--- src/rtl/pipe_reg_elastic_if.sv ---
// pipe_reg_elastic_if: handshake bundle for the elastic pipeline register chain.
//   flush      : discard every in-flight item at the next edge (producer side drives)
//   in_valid   : upstream offers in_data
//   in_data    : DATA_W payload from upstream
//   in_ready   : chain accepts in_data this cycle (combinational)
//   out_valid  : output slot holds a valid item
//   out_data   : payload of the output slot
//   out_ready  : downstream consumes this cycle
//   occupancy  : number of valid slots (registered)
// master = the hazard unit / pipeline stages around the chain, slave = the chain itself.
interface pipe_reg_elastic_if #(
    parameter int unsigned DATA_W = 32,
    parameter int unsigned STAGES = 2
);
    localparam int unsigned CNT_W = $clog2(STAGES + 1);

    logic              flush;
    logic              in_valid;
    logic [DATA_W-1:0] in_data;
    logic              in_ready;
    logic              out_valid;
    logic [DATA_W-1:0] out_data;
    logic              out_ready;
    logic [CNT_W-1:0]  occupancy;

    modport master (
        output flush,
        output in_valid,
        output in_data,
        output out_ready,
        input  in_ready,
        input  out_valid,
        input  out_data,
        input  occupancy
    );

    modport slave (
        input  flush,
        input  in_valid,
        input  in_data,
        input  out_ready,
        output in_ready,
        output out_valid,
        output out_data,
        output occupancy
    );
endinterface

--- src/rtl/pipe_reg_elastic.sv ---
// pipe_reg_elastic: stallable, flushable chain of STAGES register slots carrying a
// DATA_W payload, each slot with its own valid bit. Bubbles collapse while the
// output is stalled, so the chain fills completely before pushing back upstream.
//   clk  : rising-edge clock
//   rst  : synchronous, active-high reset (beats flush, which beats normal operation)
//   bus  : pipe_reg_elastic_if.slave (flush, in_valid/in_data/in_ready,
//          out_valid/out_data/out_ready, occupancy)
// in_ready and out_valid are combinational; out_ready and flush reach in_ready
// through a ripple whose depth grows with STAGES.
module pipe_reg_elastic #(
    parameter int unsigned DATA_W = 32,
    parameter int unsigned STAGES = 2
) (
    input logic               clk,
    input logic               rst,
    pipe_reg_elastic_if.slave bus
);
    localparam int unsigned CNT_W = $clog2(STAGES + 1);
    localparam int unsigned LAST  = STAGES - 1;

    logic [STAGES-1:0] r_v;
    logic [DATA_W-1:0] r_d [STAGES];
    logic [CNT_W-1:0]  r_occ;

    logic [STAGES-1:0] w_take;
    logic [STAGES-1:0] w_adv;
    logic              w_in_ready;
    logic              w_out_valid;
    logic              w_in_xfer;
    logic              w_out_xfer;

    // Advance terms ripple from the output slot back to the input slot:
    // a slot can take a new item if it is empty or its own item moves on.
    always_comb begin
        w_take      = '0;
        w_adv       = '0;
        w_adv[LAST]  = r_v[LAST] && bus.out_ready && !bus.flush;
        w_take[LAST] = !r_v[LAST] || w_adv[LAST];
        for (int i = int'(LAST) - 1; i >= 0; i--) begin
            w_adv[i]  = r_v[i] && w_take[i+1];
            w_take[i] = !r_v[i] || w_adv[i];
        end
    end

    // Handshake terms; flush blocks both transfers in its cycle.
    always_comb begin
        w_in_ready  = w_take[0] && !bus.flush;
        w_out_valid = r_v[LAST] && !bus.flush;
        w_in_xfer   = bus.in_valid && w_in_ready;
        w_out_xfer  = w_out_valid && bus.out_ready;
    end

    assign bus.in_ready  = w_in_ready;
    assign bus.out_valid = w_out_valid;
    assign bus.out_data  = r_d[LAST];
    assign bus.occupancy = r_occ;

    // Slot state and occupancy. Payload only changes when a slot loads; neither
    // advancing out of a slot nor flush touches it.
    always_ff @(posedge clk) begin
        if (rst) begin
            r_v   <= '0;
            r_occ <= '0;
            for (int i = 0; i < int'(STAGES); i++) begin
                r_d[i] <= '0;
            end
        end else if (bus.flush) begin
            r_v   <= '0;
            r_occ <= '0;
        end else begin
            if (w_in_xfer) begin
                r_v[0] <= 1'b1;
                r_d[0] <= bus.in_data;
            end else if (w_adv[0]) begin
                r_v[0] <= 1'b0;
            end

            for (int i = 1; i < int'(STAGES); i++) begin
                if (w_adv[i-1]) begin
                    r_v[i] <= 1'b1;
                    r_d[i] <= r_d[i-1];
                end else if (w_adv[i]) begin
                    r_v[i] <= 1'b0;
                end
            end

            if (w_in_xfer && !w_out_xfer) begin
                r_occ <= r_occ + CNT_W'(1);
            end else if (!w_in_xfer && w_out_xfer) begin
                r_occ <= r_occ - CNT_W'(1);
            end
        end
    end

    // The counter is a shortcut for popcount(r_v); they must never diverge.
    always_ff @(posedge clk) begin
        if (!rst) begin
            assert (CNT_W'($countones(r_v)) == r_occ);
        end
    end
endmodule
--- src/flat_wrapper.sv ---
// flat-port wrapper written by rule: the top's interface ports become plain ports
module pipe_reg_elastic_flat 
#(
    parameter int unsigned DATA_W = 32,
    parameter int unsigned STAGES = 2
)
  (clk, rst, bus_flush, bus_in_valid, bus_in_data, bus_out_ready, bus_in_ready, bus_out_valid, bus_out_data, bus_occupancy);
  pipe_reg_elastic_if #(.DATA_W(DATA_W), .STAGES(STAGES)) bus_i ();
  input logic clk;
  input logic rst;
  input wire logic [$bits(bus_i.flush)-1:0] bus_flush;
  input wire logic [$bits(bus_i.in_valid)-1:0] bus_in_valid;
  input wire logic [$bits(bus_i.in_data)-1:0] bus_in_data;
  input wire logic [$bits(bus_i.out_ready)-1:0] bus_out_ready;
  output wire logic [$bits(bus_i.in_ready)-1:0] bus_in_ready;
  output wire logic [$bits(bus_i.out_valid)-1:0] bus_out_valid;
  output wire logic [$bits(bus_i.out_data)-1:0] bus_out_data;
  output wire logic [$bits(bus_i.occupancy)-1:0] bus_occupancy;
  assign bus_i.flush = bus_flush;
  assign bus_i.in_valid = bus_in_valid;
  assign bus_i.in_data = bus_in_data;
  assign bus_i.out_ready = bus_out_ready;
  assign bus_in_ready = bus_i.in_ready;
  assign bus_out_valid = bus_i.out_valid;
  assign bus_out_data = bus_i.out_data;
  assign bus_occupancy = bus_i.occupancy;
  pipe_reg_elastic #(.DATA_W(DATA_W), .STAGES(STAGES)) u_core (.clk(clk), .rst(rst), .bus(bus_i));
endmodule
--- config.mk ---
export PLATFORM = sky130hd
export DESIGN_NAME = pipe_reg_elastic_flat
export DESIGN_NICKNAME = d
export VERILOG_FILES = /design/src/rtl/pipe_reg_elastic_if.sv /design/src/rtl/pipe_reg_elastic.sv /design/src/flat_wrapper.sv
export SDC_FILE = /design/constraint.sdc
export NUM_CORES = 1
export LEC_CHECK = 0
export CORE_MARGIN = 4
export CORE_UTILIZATION = 50
export CTS_BUF_LIST = sky130_fd_sc_hd__clkbuf_8
export DETAILED_ROUTE_END_ITERATION = 12
export PLACE_DENSITY = 0.87
export SLEW_MARGIN = 20
export SYNTH_ARGS = -nofsm -noshare
export SYNTH_HDL_FRONTEND = slang
export SYNTH_SLANG_ARGS = --single-unit
--- constraint.sdc ---
create_clock -name clk -period 2.4 [get_ports clk]
set_clock_uncertainty 0.2 [all_clocks]
set_input_delay 0.36 -clock clk [delete_from_list [all_inputs] [get_ports clk]]
set_output_delay 0.36 -clock clk [all_outputs]
set_load 0.05 [all_outputs]
After elaboration in Yosys (flattened, before gate mapping)
Memory sizes are Yosys's and may differ from the RTL's.
Cells that the tools add are included.
{ "totals": {"ff_bits": 4, "ramBits": 64, "input_bits": 37, "output_inout_bits": 36, "wordCells": 46, "memories": 1} }
{ "classes": {"n_addsub": 2, "mux": 18, "bitwise": 2, "n_reduce_logical": 20} }
{ "mem_list": {"columns": ["memory", "depth", "word_bits", "rd", "rd_clocked_by_memory_dff", "write_ports", "line", "rtl"], "rows": [
  ["u_core.r_d", 2, 32, 2, 0, 2, "pipe_reg_elastic.sv:22", "logic [DATA_W-1:0] r_d [STAGES];"]
]} }
{ "op_table": {"columns": ["cell", "count"], "rows": [
  ["$mux 32", 2],
  ["$mux 1", 14],
  ["$logic_and 1x1->1", 9],
  ["$reduce_bool 2->1", 3],
  ["$logic_not 1->1", 5],
  ["$mux 2", 2],
  ["$add 2x1->2 const B", 1],
  ["$logic_or 1x1->1", 2],
  ["$or 1x1->1", 2],
  ["$reduce_or 2->1", 1],
  ["$sub 2x1->2 const B", 1]
]} }

Longest topological paths before layout
{ "depth": {"word_depth": 12, "mapped_depth": 7, "mapped_depth_nobuf": 7} }

Worst setup path before layout
Ideal clock, no wire load.
{ "synth_path": {"path_kind": "input to register", "start": "in bus_out_ready", "end": "mem u_core.r_d[0][0] (enable)", "arrival_ns": 2.114, "t_required_ns": 1.812, "path_slack_ns": -0.302, "cell_stages": 3, "cell_sequence": "and3b_1 > nor2_1 > a21o_1"} }
{ "synth_lines": {"columns": ["element", "line", "rtl"], "rows": [
  ["from (decl)", "flat_wrapper.sv:14", "input wire logic [$bits(bus_i.out_ready)-1:0] bus_out_ready;"],
  ["to (decl)", "pipe_reg_elastic.sv:22", null]
]} }

Worst setup path after layout
{ "layout_path": {"start": "in bus_out_ready", "end": "reg u_core.r_occ[1], in the netlist u_core.bus.occupancy[1]"} }
{ "layout_between": {"elab_chain_len": 10} }
{ "layout_rtl": {"columns": ["element", "line", "rtl"], "rows": [
  ["$logic_and 1x1->1 (*) (2 in series)", "pipe_reg_elastic.sv:37", "w_adv[LAST] = r_v[LAST] && bus.out_ready && !bus.flush;"],
  ["$logic_or 1x1->1 (*)", "pipe_reg_elastic.sv:38", "w_take[LAST] = !r_v[LAST] || w_adv[LAST];"],
  ["$logic_and 1x1->1 (*)", "pipe_reg_elastic.sv:40", "w_adv[i] = r_v[i] && w_take[i+1];"],
  ["$logic_or 1x1->1 (*)", "pipe_reg_elastic.sv:41", "w_take[i] = !r_v[i] || w_adv[i];"],
  ["$logic_and 1x1->1 (*)", "pipe_reg_elastic.sv:47", "w_in_ready = w_take[0] && !bus.flush;"],
  ["$logic_and 1x1->1 (*)", "pipe_reg_elastic.sv:49", "w_in_xfer = bus.in_valid && w_in_ready;"],
  ["net u_core.w_in_xfer", "pipe_reg_elastic.sv:29", "logic w_in_xfer;"],
  ["$logic_not 1->1", "pipe_reg_elastic.sv:89", "end else if (!w_in_xfer && w_out_xfer) begin"],
  ["$logic_and 1x1->1", "pipe_reg_elastic.sv:89", null],
  ["$reduce_bool 2->1 (no source line)", null, null],
  ["to (signal assigned)", "pipe_reg_elastic.sv:88", "r_occ <= r_occ + CNT_W'(1);"],
  ["to (signal assigned)", "pipe_reg_elastic.sv:90", "r_occ <= r_occ - CNT_W'(1);"],
  ["to (decl)", "pipe_reg_elastic.sv:23", "logic [CNT_W-1:0] r_occ;"]
]} }
The timed path passes the listed nets; every way through them passes the cells marked *.
A chain may end at the register's enable or synchronous reset.

==> metrics.json <==
{
  "run_status": {
    "status": "finished clean"
  },
  "cts": {
    "cts_made_buffers": 9,
    "tritoncts": "yes",
    "clock-sinks": 68,
    "cts-root-to-sink-buffers": 2,
    "post_cts_hold_buffer_count": 0,
    "ctsRootBufferMaster": "sky130_fd_sc_hd__clkbuf_8",
    "post_cts_resized": 0,
    "clock_transition_at_path_regs_ns": 0.06,
    "clock_latency_of_the_later_clocked_register_in_the_worst_skew_pair_ns": 0.32,
    "post_cts.repair.setup_buffers": 0,
    "clock_tree.htree_level_count": 3
  },
  "placement": {
    "placement.io_buffers": 72,
    "dpl.cell_count": 305,
    "detailed_place_hpwl_um": 3010,
    "gpl_wtd_cong": 0.694
  },
  "route": {
    "post-route-drc-count": 0,
    "avgRoutedWirePerCell_um": 13.0,
    "vias": 1426,
    "drtAntennaViolNets": 0,
    "wirelength_um": 4170,
    "detailedRoute.firstIterationViolations": 60,
    "drt-pass1-iter-count": 4,
    "route.detailed.vias_per_inst": 4.46
  },
  "worst_setup_path": {
    "r2r-start": "u_core.r_v[0]$_SDFFE_PP0P_",
    "rr_worst_depth": 7,
    "setup.worst_path.end_class": "flop",
    "worstPathArrival_ns": 2.12,
    "critical_path_peak_fanout": 3,
    "critPathKind": "input pin to flop",
    "ff2ff_setup_slack_ns": 0.45,
    "timing.critical_path.required_ns": 2.44,
    "r2r-end": "u_core.bus.occupancy[1]$_SDFFE_PP0P_",
    "critPathLaunchType": "input pin"
  },
  "floorplanning": {
    "dieArea_mm2": 0.00693,
    "fp-row-count": 27,
    "num_io_pins": 73,
    "initial_utilization": 0.514,
    "core_region_area_mm2": 0.00551,
    "dieHeight_um": 83.2,
    "die_w_um": 83.2
  },
  "timing": {
    "worst_slew_pin_slew_ns": 0.526,
    "rsz0062_at_grt": "false",
    "fin_worst_hold_slack_ns": 0.318,
    "period_utilization_post_route": 0.869,
    "final_hold_viol_count": 0,
    "report.final.slew_viol_count": 0,
    "fmax_mhz": 480,
    "post-route-min-period_ns": 2.09,
    "max_slew_margin": 0.648,
    "setup_viol": 0
  },
  "logic_synthesis": {
    "ys_types": 21,
    "syn-instance-count": 192,
    "syn-mean-instance-area_um2": 14.7,
    "netlist_area_mm2": 0.00283,
    "ys.warnings.count": 0,
    "ys_seq_elements": 68,
    "synth-seq-area-share": 0.708,
    "synth_fp_nets": 230
  },
  "final_layout": {
    "layout.cells.most_common": "sky130_fd_sc_hd__clkdlybuf4s50_1",
    "num_antenna_cells": 0,
    "postLayoutCoreUtil": 0.664,
    "most-common-layout-cells": "70 x sky130_fd_sc_hd__clkdlybuf4s50_1, 65 x sky130_fd_sc_hd__and2_1, 64 x sky130_fd_sc_hd__edfxtp_1",
    "post_layout_nonfiller_instances": 320,
    "nNetsFinal": 282,
    "area_growth_syn_to_layout_pct": 29.3,
    "fill_cells": 405,
    "drive_gt1_frac": 0.0968
  },
  "min_path": {
    "hold_path_class": "flop to flop",
    "hold_path_startpoint": "u_core.r_d[0][22]$_SDFFCE_PN0P_",
    "hold_path_depth": 1,
    "whs_endpoint": "u_core.r_d[0][54]$_SDFFCE_PN0P_"
  },
  "global_routing": {
    "grt_usage": 0.127,
    "grt_overflow_total": 0,
    "grt_max_degree": 65,
    "grt_util_met3": 0.0268,
    "first_pass_grt_wire_length_um": 6750,
    "use_met2": 0.236,
    "grt-busiest-layer": "met2",
    "antenna_found_initial": 0,
    "global_route.usage.met1": 0.128,
    "grt_pass1_vias": 1472
  },
  "power": {
    "p_leak_nw": 1.39,
    "p_per_area_mw_per_mm2": 694,
    "total_power_mw": 2.54,
    "ir_worst_vdd_v": 0.000313
  },
  "run": {
    "cap_violations": 0
  }
}
critical path: stages:
cell,delay [ns]
sky130_fd_sc_hd__clkdlybuf4s50_1,0.43
sky130_fd_sc_hd__and3b_1,0.27
sky130_fd_sc_hd__nor2_2,0.05
sky130_fd_sc_hd__and2_1,0.17
sky130_fd_sc_hd__ha_1,0.21
sky130_fd_sc_hd__xor2_1,0.15
sky130_fd_sc_hd__or3_1,0.30
sky130_fd_sc_hd__a21boi_0,0.18
worst max-delay path by stage:
stage	startpoint	endpoint	slack, ns
2_1_floorplan	bus_flush	u_core.bus.occupancy[1]$_SDFFE_PP0P_	0.12
3_3_place_gp	bus_out_ready	u_core.bus.occupancy[1]$_SDFFE_PP0P_	0.11
3_5_place_dp	bus_out_ready	u_core.bus.occupancy[1]$_SDFFE_PP0P_	-0.01
4_1_cts	u_core.bus.occupancy[0]$_SDFFE_PP0P_	bus_occupancy[0]	0.30
5_1_grt	bus_out_ready	u_core.bus.occupancy[1]$_SDFFE_PP0P_	0.21
6_report	bus_out_ready	u_core.bus.occupancy[1]$_SDFFE_PP0P_	0.31
registers in the layout (all words and copies together) (netlist names):
name,count
u_core.r_d,64
u_core.bus.occupancy,2
u_core.r_v,2
cell families (layout without fill, tap and decap cells):
| family | Yosys count | after routing | share of synthesized area |
|---|---|---|---|
| and+or+nand+nor | 75 | 75 | 0.168 |
| DFF | 68 | 68 | 0.708 |
| buffers and inverters | 40 | 96 | 0.0982 |
| AOI/OAI and AO/OA | 6 | 6 | 0.0155 |
| xor gates and xnor gates | 2 | 2 | 0.00619 |
| adders and majority gates | 1 | 1 | 0.00442 |
cell type report:
| type | count | area [um2] | area share |
|---|---|---|---|
| clock buffers | 9 | 124 | 0.0339 |
| repair buffers | 79 | 831 | 0.227 |
| multi-input cells | 84 | 553 | 0.151 |
| clock inverters | 6 | 50.0 | 0.0137 |
| inverters | 2 | 7.51 | 0.00205 |
| well taps | 72 | 90.1 | 0.0246 |
| flip-flops and latches | 68 | 2000 | 0.547 |
cell usage after synthesis:
cell / n / area share
sky130_fd_sc_hd__and2_1: 65 / 0.14
sky130_fd_sc_hd__edfxtp_1: 64 / 0.68
sky130_fd_sc_hd__buf_4: 32 / 0.085
sky130_fd_sc_hd__clkbuf_2: 6 / 0.011
sky130_fd_sc_hd__dfxtp_1: 4 / 0.028
sky130_fd_sc_hd__nor2_1: 3 / 0.0040
sky130_fd_sc_hd__a21boi_0: 2 / 0.0053
sky130_fd_sc_hd__inv_1: 2 / 0.0027
sky130_fd_sc_hd__xor2_1: 2 / 0.0062
sky130_fd_sc_hd__a21o_1: 1 / 0.0027
sky130_fd_sc_hd__a31o_2: 1 / 0.0031
sky130_fd_sc_hd__and3b_1: 1 / 0.0031
sky130_fd_sc_hd__ha_1: 1 / 0.0044
sky130_fd_sc_hd__nand2_1: 1 / 0.0013
sky130_fd_sc_hd__nand2b_1: 1 / 0.0022
sky130_fd_sc_hd__nor2b_1: 1 / 0.0022
sky130_fd_sc_hd__nor3_1: 1 / 0.0018
sky130_fd_sc_hd__nor4_4: 1 / 0.0075
sky130_fd_sc_hd__o21a_1: 1 / 0.0027
sky130_fd_sc_hd__o21ai_0: 1 / 0.0018
sky130_fd_sc_hd__or3_1: 1 / 0.0022
layer usage:
metal	up-vias	part of all wire
li1	723	-
met1	653	0.37
met2	42	0.56
met3	8	0.052
met4	0	0.019
met5	-	0
through the flow:
stage	worst slack (ns)	TNS [ns]	instance area, um2
3_5_place_dp	-0.0147	-0.0147	3480
6_report	0.315	0	3660
2_1_floorplan	0.118	0	2830
3_3_place_gp	0.109	0	3480
5_1_grt	0.207	0	3660
4_1_cts	0.299	0	3660
power by group:
group          switching (mW)  internal, mW  total [mW]
Sequential             0.0171          1.37        1.39
Clock                   0.373         0.458       0.830
Combinational           0.183         0.139       0.321
Total                   0.572          1.97        2.54
No activity file was read; power rests on OpenSTA's default activity.
